===== src/rtl/cdb_arbiter.sv =====
// ============================================================================
// Module   : cdb_arbiter
// Brief    : Round-robin writeback arbiter (ALU / LSB) onto one registered CDB,
//            with a per-source skid FIFO and bypass when the FIFO is empty.
// Revision : 1.0
// ============================================================================
`default_nettype none

module cdb_arbiter #(
    parameter int ROB_INDEX_BIT = 4,
    parameter int FIFO_DEPTH    = 2
) (
    input  logic                     clk_in,
    input  logic                     rst_n_in,
    input  logic                     rdy_in,
    input  logic                     clear_in,
    input  logic                     alu_ready_in,
    input  logic [ROB_INDEX_BIT-1:0] alu_rob_id_in,
    input  logic [31:0]              alu_result_in,
    input  logic                     lsb_ready_in,
    input  logic [ROB_INDEX_BIT-1:0] lsb_rob_id_in,
    input  logic [31:0]              lsb_result_in,
    output logic                     alu_stall_out,
    output logic                     lsb_stall_out,
    output logic                     cdb_ready_out,
    output logic [ROB_INDEX_BIT-1:0] cdb_rob_id_out,
    output logic [31:0]              cdb_result_out
);

    localparam int PTR_W = $clog2(FIFO_DEPTH);
    localparam int CNT_W = PTR_W + 1;
    localparam logic [CNT_W-1:0] C_FULL = CNT_W'(FIFO_DEPTH);

    typedef struct packed {
        logic [ROB_INDEX_BIT-1:0] id;
        logic [31:0]              data;
    } beat_t;

    // Source index 0 is the ALU, 1 is the LSB (matches last_grant encoding).
    logic [1:0] w_in_vld;
    beat_t      w_in   [2];
    beat_t      w_head [2];
    logic [1:0] w_full;
    logic [1:0] w_has_q;
    logic [1:0] w_cand;
    logic [1:0] w_pop;
    logic [1:0] w_bypass;
    logic [1:0] w_push;

    logic  w_any;
    logic  w_win;
    beat_t w_sel;

    logic  r_last_grant;
    logic  r_cdb_vld;
    beat_t r_cdb;

    assign w_in_vld = {lsb_ready_in, alu_ready_in};
    assign w_in[0]  = {alu_rob_id_in, alu_result_in};
    assign w_in[1]  = {lsb_rob_id_in, lsb_result_in};

    always_comb begin
        w_any = |w_cand;
        w_win = (&w_cand) ? ~r_last_grant : w_cand[1];
        w_sel = w_has_q[w_win] ? w_head[w_win] : w_in[w_win];
    end

    generate
        for (genvar s = 0; s < 2; s++) begin : g_src
            beat_t            r_mem [FIFO_DEPTH];
            logic [PTR_W-1:0] r_head;
            logic [PTR_W-1:0] r_tail;
            logic [CNT_W-1:0] r_cnt;
            logic             w_mine;

            assign w_full[s]   = (r_cnt == C_FULL);
            assign w_has_q[s]  = (r_cnt != '0);
            assign w_cand[s]   = w_has_q[s] | w_in_vld[s];
            assign w_head[s]   = r_mem[r_head];
            assign w_mine      = w_any && (w_win == 1'(s));
            assign w_pop[s]    = w_mine && w_has_q[s];
            assign w_bypass[s] = w_mine && !w_has_q[s];
            // A push against a full FIFO is dropped even if it pops this cycle.
            assign w_push[s]   = w_in_vld[s] && !w_bypass[s] && !w_full[s];

            always_ff @(posedge clk_in or negedge rst_n_in) begin
                if (!rst_n_in) begin
                    r_head <= '0;
                    r_tail <= '0;
                    r_cnt  <= '0;
                end else if (rdy_in) begin
                    if (clear_in) begin
                        r_head <= '0;
                        r_tail <= '0;
                        r_cnt  <= '0;
                    end else begin
                        if (w_pop[s])  r_head <= r_head + 1'b1;
                        if (w_push[s]) r_tail <= r_tail + 1'b1;
                        r_cnt <= r_cnt + CNT_W'(w_push[s]) - CNT_W'(w_pop[s]);
                    end
                end
            end

            always_ff @(posedge clk_in) begin
                if (rdy_in && !clear_in && w_push[s]) begin
                    r_mem[r_tail] <= w_in[s];
                end
            end
        end
    endgenerate

    always_ff @(posedge clk_in or negedge rst_n_in) begin
        if (!rst_n_in) begin
            r_last_grant <= 1'b1;
            r_cdb_vld    <= 1'b0;
            r_cdb        <= '0;
        end else if (rdy_in) begin
            if (clear_in) begin
                r_last_grant <= 1'b1;
                r_cdb_vld    <= 1'b0;
            end else begin
                r_cdb_vld <= w_any;
                if (w_any) begin
                    r_cdb        <= w_sel;
                    r_last_grant <= w_win;
                end
            end
        end
    end

    assign alu_stall_out  = w_full[0];
    assign lsb_stall_out  = w_full[1];
    assign cdb_ready_out  = r_cdb_vld;
    assign cdb_rob_id_out = r_cdb.id;
    assign cdb_result_out = r_cdb.data;

endmodule

`default_nettype wire

===== config.mk =====
export PLATFORM = sky130hd
export DESIGN_NAME = cdb_arbiter
export DESIGN_NICKNAME = d
export VERILOG_FILES = /design/src/rtl/cdb_arbiter.sv
export SDC_FILE = /design/constraint.sdc
export NUM_CORES = 1
export LEC_CHECK = 0
export BUFFER_PORTS_ARGS = -buffer_cell sky130_fd_sc_hd__buf_2
export CAP_MARGIN = 20
export CORE_MARGIN = 5
export CORE_UTILIZATION = 53
export CTS_BUF_LIST = sky130_fd_sc_hd__clkbuf_4
export DETAILED_ROUTE_END_ITERATION = 12
export PLACE_DENSITY_LB_ADDON = 0.3
export SLEW_MARGIN = 20
export SYNTH_ARGS = -nofsm -noshare
export SYNTH_HDL_FRONTEND = slang
export SYNTH_SLANG_ARGS = --single-unit
export TNS_END_PERCENT = 50

===== constraint.sdc =====
create_clock -name clk_in -period 3 [get_ports clk_in]
set_input_delay 0.15 -clock clk_in [delete_from_list [all_inputs] [get_ports clk_in]]
set_output_delay 0.15 -clock clk_in [all_outputs]
set_load 0.01 [all_outputs]

==> Yosys cells after proc, flatten, opt, wreduce, memory -nomap -nowiden <==
Memory sizes are Yosys's and may differ from the RTL's.
Cells that the tools add are included.
{ "totals": {"ff_bits": 46, "ram_bits": 144, "output_inout_bits": 39, "in_bits": 78, "mem_count": 2, "wordCells": 92} }
{ "op_classes": {"add_sub_neg": 8, "n_reduce_logical": 35, "n_eq_ne": 2, "magnitude_cmp": 2, "n_mux": 27, "bitwise_logic": 6} }
{ "memory_table": {"columns": ["memory", "words", "width", "rd", "rd_ports_with_merged_regs", "write_ports", "line_no", "source"], "rows": [
  ["g_src[0].r_mem", 2, 36, 1, 0, 1, "70", "beat_t r_mem [FIFO_DEPTH];"],
  ["g_src[1].r_mem", 2, 36, 1, 0, 1, "70", null]
]} }
{ "op_table": {"columns": ["cell", "count"], "rows": [
  ["$mux 36", 7],
  ["$mux 1", 18],
  ["$reduce_bool 2->1", 7],
  ["$logic_and 1x1->1", 13],
  ["$reduce_and 2->1", 6],
  ["$logic_not 1->1", 7],
  ["$add 1x1->1 const B", 4],
  ["$add 2x1->2", 2],
  ["$eq 2x2->1 const B", 2],
  ["$mux 2", 2],
  ["$sub 2x1->2", 2],
  ["$not 1->1", 3],
  ["$reduce_and 3->1", 1],
  ["$ge 2x2->1 const B", 1],
  ["$lt 1x2->1 const B", 1],
  ["$not 1->2", 1],
  ["$or 1x1->1", 2],
  ["$reduce_or 2->1", 1]
]} }

==> Logic depth before layout (Yosys ltp) <==
{ "logic_depth": {"ltp_word": 13, "depth_mapped": 11, "depth_no_buf": 9} }

==> Worst setup path after synthesis <==
Ideal clock, no wire load.
{ "synth_timing": {"kind": "flip-flop to flip-flop", "startpoint": "register r_last_grant", "endpoint": "memory g_src[1].r_mem[0][0] (netlist bit) (enable)", "arrival_time_ps": 2612, "setup_slack_ps": -41, "stages_incl_launch_ff": 6, "setup_time_ps": 429, "path_cell_list": "dfstp_2 -> o31ai_2 -> buf_4 -> o21ai_1 -> nand3_1 -> nor2_1"} }
{ "synth_between": {"elab_chain_cells": 10} }
{ "synth_rtl": {"columns": ["element", "line_no", "source"], "rows": [
  ["start, declared", "54", "logic r_last_grant;"],
  ["start signal, assigned", "125", "r_last_grant <= w_win;"],
  ["$not 1->1", "64", "w_win = (&w_cand) ? ~r_last_grant : w_cand[1];"],
  ["$mux 1", "64", null],
  ["$logic_and 1x1->1", "80", "assign w_mine = w_any && (w_win == 1'(s));"],
  ["$logic_and 1x1->1", "82", "assign w_bypass[s] = w_mine && !w_has_q[s];"],
  ["$logic_not 1->1", "84", "assign w_push[s] = w_in_vld[s] && !w_bypass[s] && !w_full[s];"],
  ["$logic_and 1x1->1 (2 in series)", "84", null],
  ["$logic_and 1x1->1", "105", "if (rdy_in && !clear_in && w_push[s]) begin"],
  ["$mux 1", "105", null],
  ["$mux 1 (not written as such)", "106", "r_mem[r_tail] <= w_in[s];"],
  ["end, declared", "70", null]
]} }
Every way passes these cells.

==> Worst setup path after layout <==
{ "layout_timing": {"startpoint": "register g_src[1].r_cnt[1]", "endpoint": "register r_cdb (netlist bit cdb_rob_id_out[1])"} }
{ "layout_between": {"elab_chain_cells": 9, "word_cells_on_any_way": 16, "classes_between": "10 x mux; 2 x bitwise; 4 x reduce/logical"} }
{ "layout_rtl": {"columns": ["element", "line_no", "source"], "rows": [
  ["start, declared", "73", "logic [CNT_W-1:0] r_cnt;"],
  ["start signal, assigned", "99", "r_cnt <= r_cnt + CNT_W'(w_push[s]) - CNT_W'(w_pop[s]);"],
  ["$reduce_bool 2->1 *", "77", "assign w_has_q[s] = (r_cnt != '0);"],
  ["$or 1x1->1", "78", "assign w_cand[s] = w_has_q[s] | w_in_vld[s];"],
  ["$reduce_and 2->1", "64", null],
  ["$mux 1", "64", null],
  ["$not 1->2 (not written as such)", "65", "w_sel = w_has_q[w_win] ? w_head[w_win] : w_in[w_win];"],
  ["$mux 36 (not written as such) (3 in series)", "65", null],
  ["$mux 36", "65", null],
  ["end signal, assigned", "124", "r_cdb <= w_sel;"],
  ["end, declared", "56", "beat_t r_cdb;"]
]} }
Every way passes the cells marked *; elsewhere a longest branch is shown, timed or not. The select of a mux whose other input is x is not followed.
A chain may end at the register's enable or synchronous reset.

==> results.sh <==
export IMPL_status="complete, no violations"
export IMPL_pin_count=117
export IMPL_numPortBuffers=116
export IMPL_die_w_um=134
export IMPL_synthesis_area_mm2=0.00809
export IMPL_antenna_left=0
export IMPL_rows=45
export IMPL_yosysTopAreaCellShare_pct=53.5
export IMPL_track_usage_pct=22.8
export IMPL_finalCritPeriodShare_pct=81.0
export IMPL_r2r_slack_ns=0.57
export IMPL_power_internal_mw=4.83
export IMPL_final_setup_skew_ns=0.0195
export IMPL_met1_usage_pct=28.7
export IMPL_hold_depth=3
export IMPL_hold_path_endpoint="g_src[0].r_tail"
export IMPL_dpl_hpwl_um=12000
export IMPL_timing_critical_path_max_delay_family="simple AND/OR/NAND/NOR gates"
export IMPL_finalHoldViolations=0
export IMPL_cp_cell_sequence="or3_2 > buf_4 > nand2_4 > mux2i_1 > o21ai_0"
export IMPL_fmax_ghz=0.412
export IMPL_synth_mux_area_share_pct=13.4
export IMPL_hp_start="alu_ready_in"
export IMPL_cellLeakagePower_nw=3.76
export IMPL_synth_xor_area_share_pct=0.217
export IMPL_grt_overflow=0
export IMPL_path_clk_slew_ns=0.15
export IMPL_p_seq_share_pct=47.1
export IMPL_netSwitchingPower_mw=2.85
export IMPL_cts_root_buf="clkbuf_4"
export IMPL_finalCriticalPeriod_ns=2.43
export IMPL_layout_drive_gt1_share_pct=23.9
export IMPL_yosys_area_top_type="edfxtp_1"
export IMPL_grt_antenna_before_repair=0
export IMPL_gr_max_usage_layer="met2"
export IMPL_die_height_um=134
export IMPL_n_antenna_cell=0
export IMPL_cap_viol_max_count=0
export IMPL_finalMaxSlewViolations=0
export IMPL_path_class="reg -> reg"
export IMPL_critical_path_buf_inv_count=1
export IMPL_vdd_drop_max_v=0.000510
export IMPL_use_met3_pct=4.72
export IMPL_synth_top_flop_cell="edfxtp_1"
export IMPL_fin_nets=822
export IMPL_yosysWarnings=0
export IMPL_clkPwrFrac_pct=17.3
export IMPL_ys_ff_latch=190
export IMPL_synth_enable_flop_cells=144
export IMPL_drt_iter0_drc=324
export IMPL_cts_made_buffers=17
export IMPL_p_per_area_mw_per_mm2=771
export IMPL_ys_top_cells_by_count="144 x edfxtp_1, 108 x mux2i_1, 74 x o21ai_0, 45 x dfrtp_1, 38 x nand3_1"
export IMPL_post_route_util_pct=66.0
export IMPL_num_vias=5623
export IMPL_postSynthCellCount=551
export IMPL_viasPerCell=5.98
export IMPL_area_growth_pct=23.1
export IMPL_synthArstFlopShare_pct=24.2
export IMPL_start_util_pct=53.6
export IMPL_grt_pass1_wl_um=31400
export IMPL_worst_pin_slew_ns=0.750
export IMPL_core_area_mm2=0.0151
export IMPL_critical_path_max_stage_delay_ns=0.63
export IMPL_required_ns=3.43
export IMPL_yosysSeqAreaShare_pct=67.7
export IMPL_rr_worst_depth=5
export IMPL_drtPass1Iterations=5
export IMPL_cts_tree="built"
export IMPL_hold_path_class="in -> reg"
export IMPL_grt_max_degree=40
export IMPL_critical_path_startpoint_type="register"
export IMPL_critPathArrivalTime_ns=2.86
export IMPL_synth_area_leaders="edfxtp_1 53%, dfrtp_1 14%, mux2i_1 13%, o21ai_0 4.6%, a32oi_1 3.9%"
export IMPL_ctsLongestPathBuffers=2
export IMPL_sw_frac_of_total_pct=37.1
export IMPL_syn_nets=633
export IMPL_synth_compound_area_share_pct=10.9
export IMPL_first_global_vias=5833
export IMPL_yosysMostFrequentCell="edfxtp_1"
export IMPL_synthSimpleGateAreaFrac_pct=4.33
export IMPL_wl_per_cell_um=21.1
export IMPL_max_slew_margin_pct=49.9
export IMPL_cts_sinks=190
export IMPL_place_gp_congestion=0.765
export IMPL_use_met2_pct=39.3
export IMPL_design_die_area_mm2=0.0178
export IMPL_setup_viol=0
export IMPL_cpMaxStageDelayCell="nand2_4"
export IMPL_rr_endpoint="cdb_rob_id_out[1]"
export IMPL_synth_distinct_cells=40
export IMPL_p_comb_share_pct=35.6
export IMPL_r2r_start="g_src[1].r_cnt[1]"
export IMPL_cp_max_fo=39
export IMPL_synth_fa_ha_area_share_pct=0.619
export IMPL_synth_top_family_by_area="multiplexers"
export IMPL_finalSetupTns_ns=0
export IMPL_h_tree_depth=4
export IMPL_drc=0
export IMPL_avgSynthCellArea_um2=14.7
export IMPL_insertion_delay_ns=0.58
export IMPL_rsz0062_at_grt="false"
export IMPL_worst_setup_path_end_kind="register"
export IMPL_wirelength_um=19900
-- state kept, by name (all words and copies together) (netlist names) --
register        cells
g_src.r_tail        2
g_src.r_cnt         4
cdb_result_out     32
g_src.r_head        2
r_last_grant        1
cdb_ready_out       1
cdb_rob_id_out      4
g_src.r_mem       144
-- metal layers --
layer	routed length [um]	share of wire, %
met3	1220	6.2
met2	10200	51
met4	405	2.0
met5	0	0
met1	8010	40
-- power groups by stage --
stage                     combinational, mW  clock, mW  sequential [mW]
after floorplan                        1.79          0             3.58
after global placement                 2.57          0             3.65
after detailed placement               2.66          0             3.67
after CTS                              2.74       1.35             3.61
after global routing                   2.98       1.45             3.66
final                                  2.74       1.33             3.62
-- cell type report --
type	count	area [um^2]
fillers	1069	5130
well taps	188	235
flip-flops and latches	190	5480
clock inverters	14	134
repair buffers	210	1530
inverters	6	22.5
multi-input cells	315	2420
clock buffers	18	135
-- layout by cell type (no fill, tap or decap), drive strengths merged, types with 2 or more instances in the layout --
master,instances
a32oi,36
dlygate4sd3,76
clkbuf,18
and2,2
nand2b,5
a21o,2
o31ai,2
nor2,6
buf,134
and3,2
clkinvlp,3
nand3,38
o221ai,2
nand2,6
xor2,2
nor2b,4
o21ai,83
inv,11
clkinv,5
dfrtp,45
ha,4
o211ai,2
edfxtp,144
mux2i,108
-- how the worst max path moves through the flow --
stage	start	endpoint	slack (ns)	depth (start not counted)
finish	g_src[1].r_cnt[1]	cdb_rob_id_out[1]	0.57	5
global route	g_src[1].r_cnt[1]	cdb_result_out[25]	0.46	5
CTS	g_src[1].r_cnt[1]	cdb_rob_id_out[1]	0.57	5
detailed placement	g_src[1].r_cnt[1]	cdb_rob_id_out[1]	0.56	5
global placement	g_src[1].r_cnt[1]	cdb_result_out[4]	0.66	5
floorplan	g_src[1].r_cnt[1]	g_src[0].r_mem[0][0]	0.12	4
-- repair_timing --
action                     4_1_cts  5_1_grt
hold buffers                    76        0
setup endpoints to repair        0        0
buffers inserted                 0        0
hold endpoints to repair       216        0
gates resized for setup          0        0
-- metrics by stage --
stage	setup slack (ns)	hold WS (ns)	cells	power, mW	area [um^2]
finish	0.571	0.0806	941	7.68	9960
detailed placement	0.562	0.231	833	6.33	8930
global placement	0.657	0.228	833	6.23	8930
floorplan	0.125	-0.146	551	5.37	8090
CTS	0.570	0.0242	941	7.70	9960
global route	0.455	0.0672	941	8.09	9960
-- tightest hold or removal path: cells and delay by family --
kind / cells / cell delay [ns]
buffers and inverters: 1 / 0.16
and+or+nand+nor: 1 / 0.16
AOI/OAI and AO/OA: 1 / 0.12
-- cell families (layout without fill, tap and decap cells) --
logic type,Yosys count,after routing
buffers and inverters,46,248
multiplexers,108,108
AO/OA/AOI/OAI,134,134
adder cells (fa/ha/maj),4,4
AND/OR/NAND/NOR,67,67
XOR/XNOR,2,2
flip-flops,190,190
No activity file was read; power rests on OpenSTA's default activity.
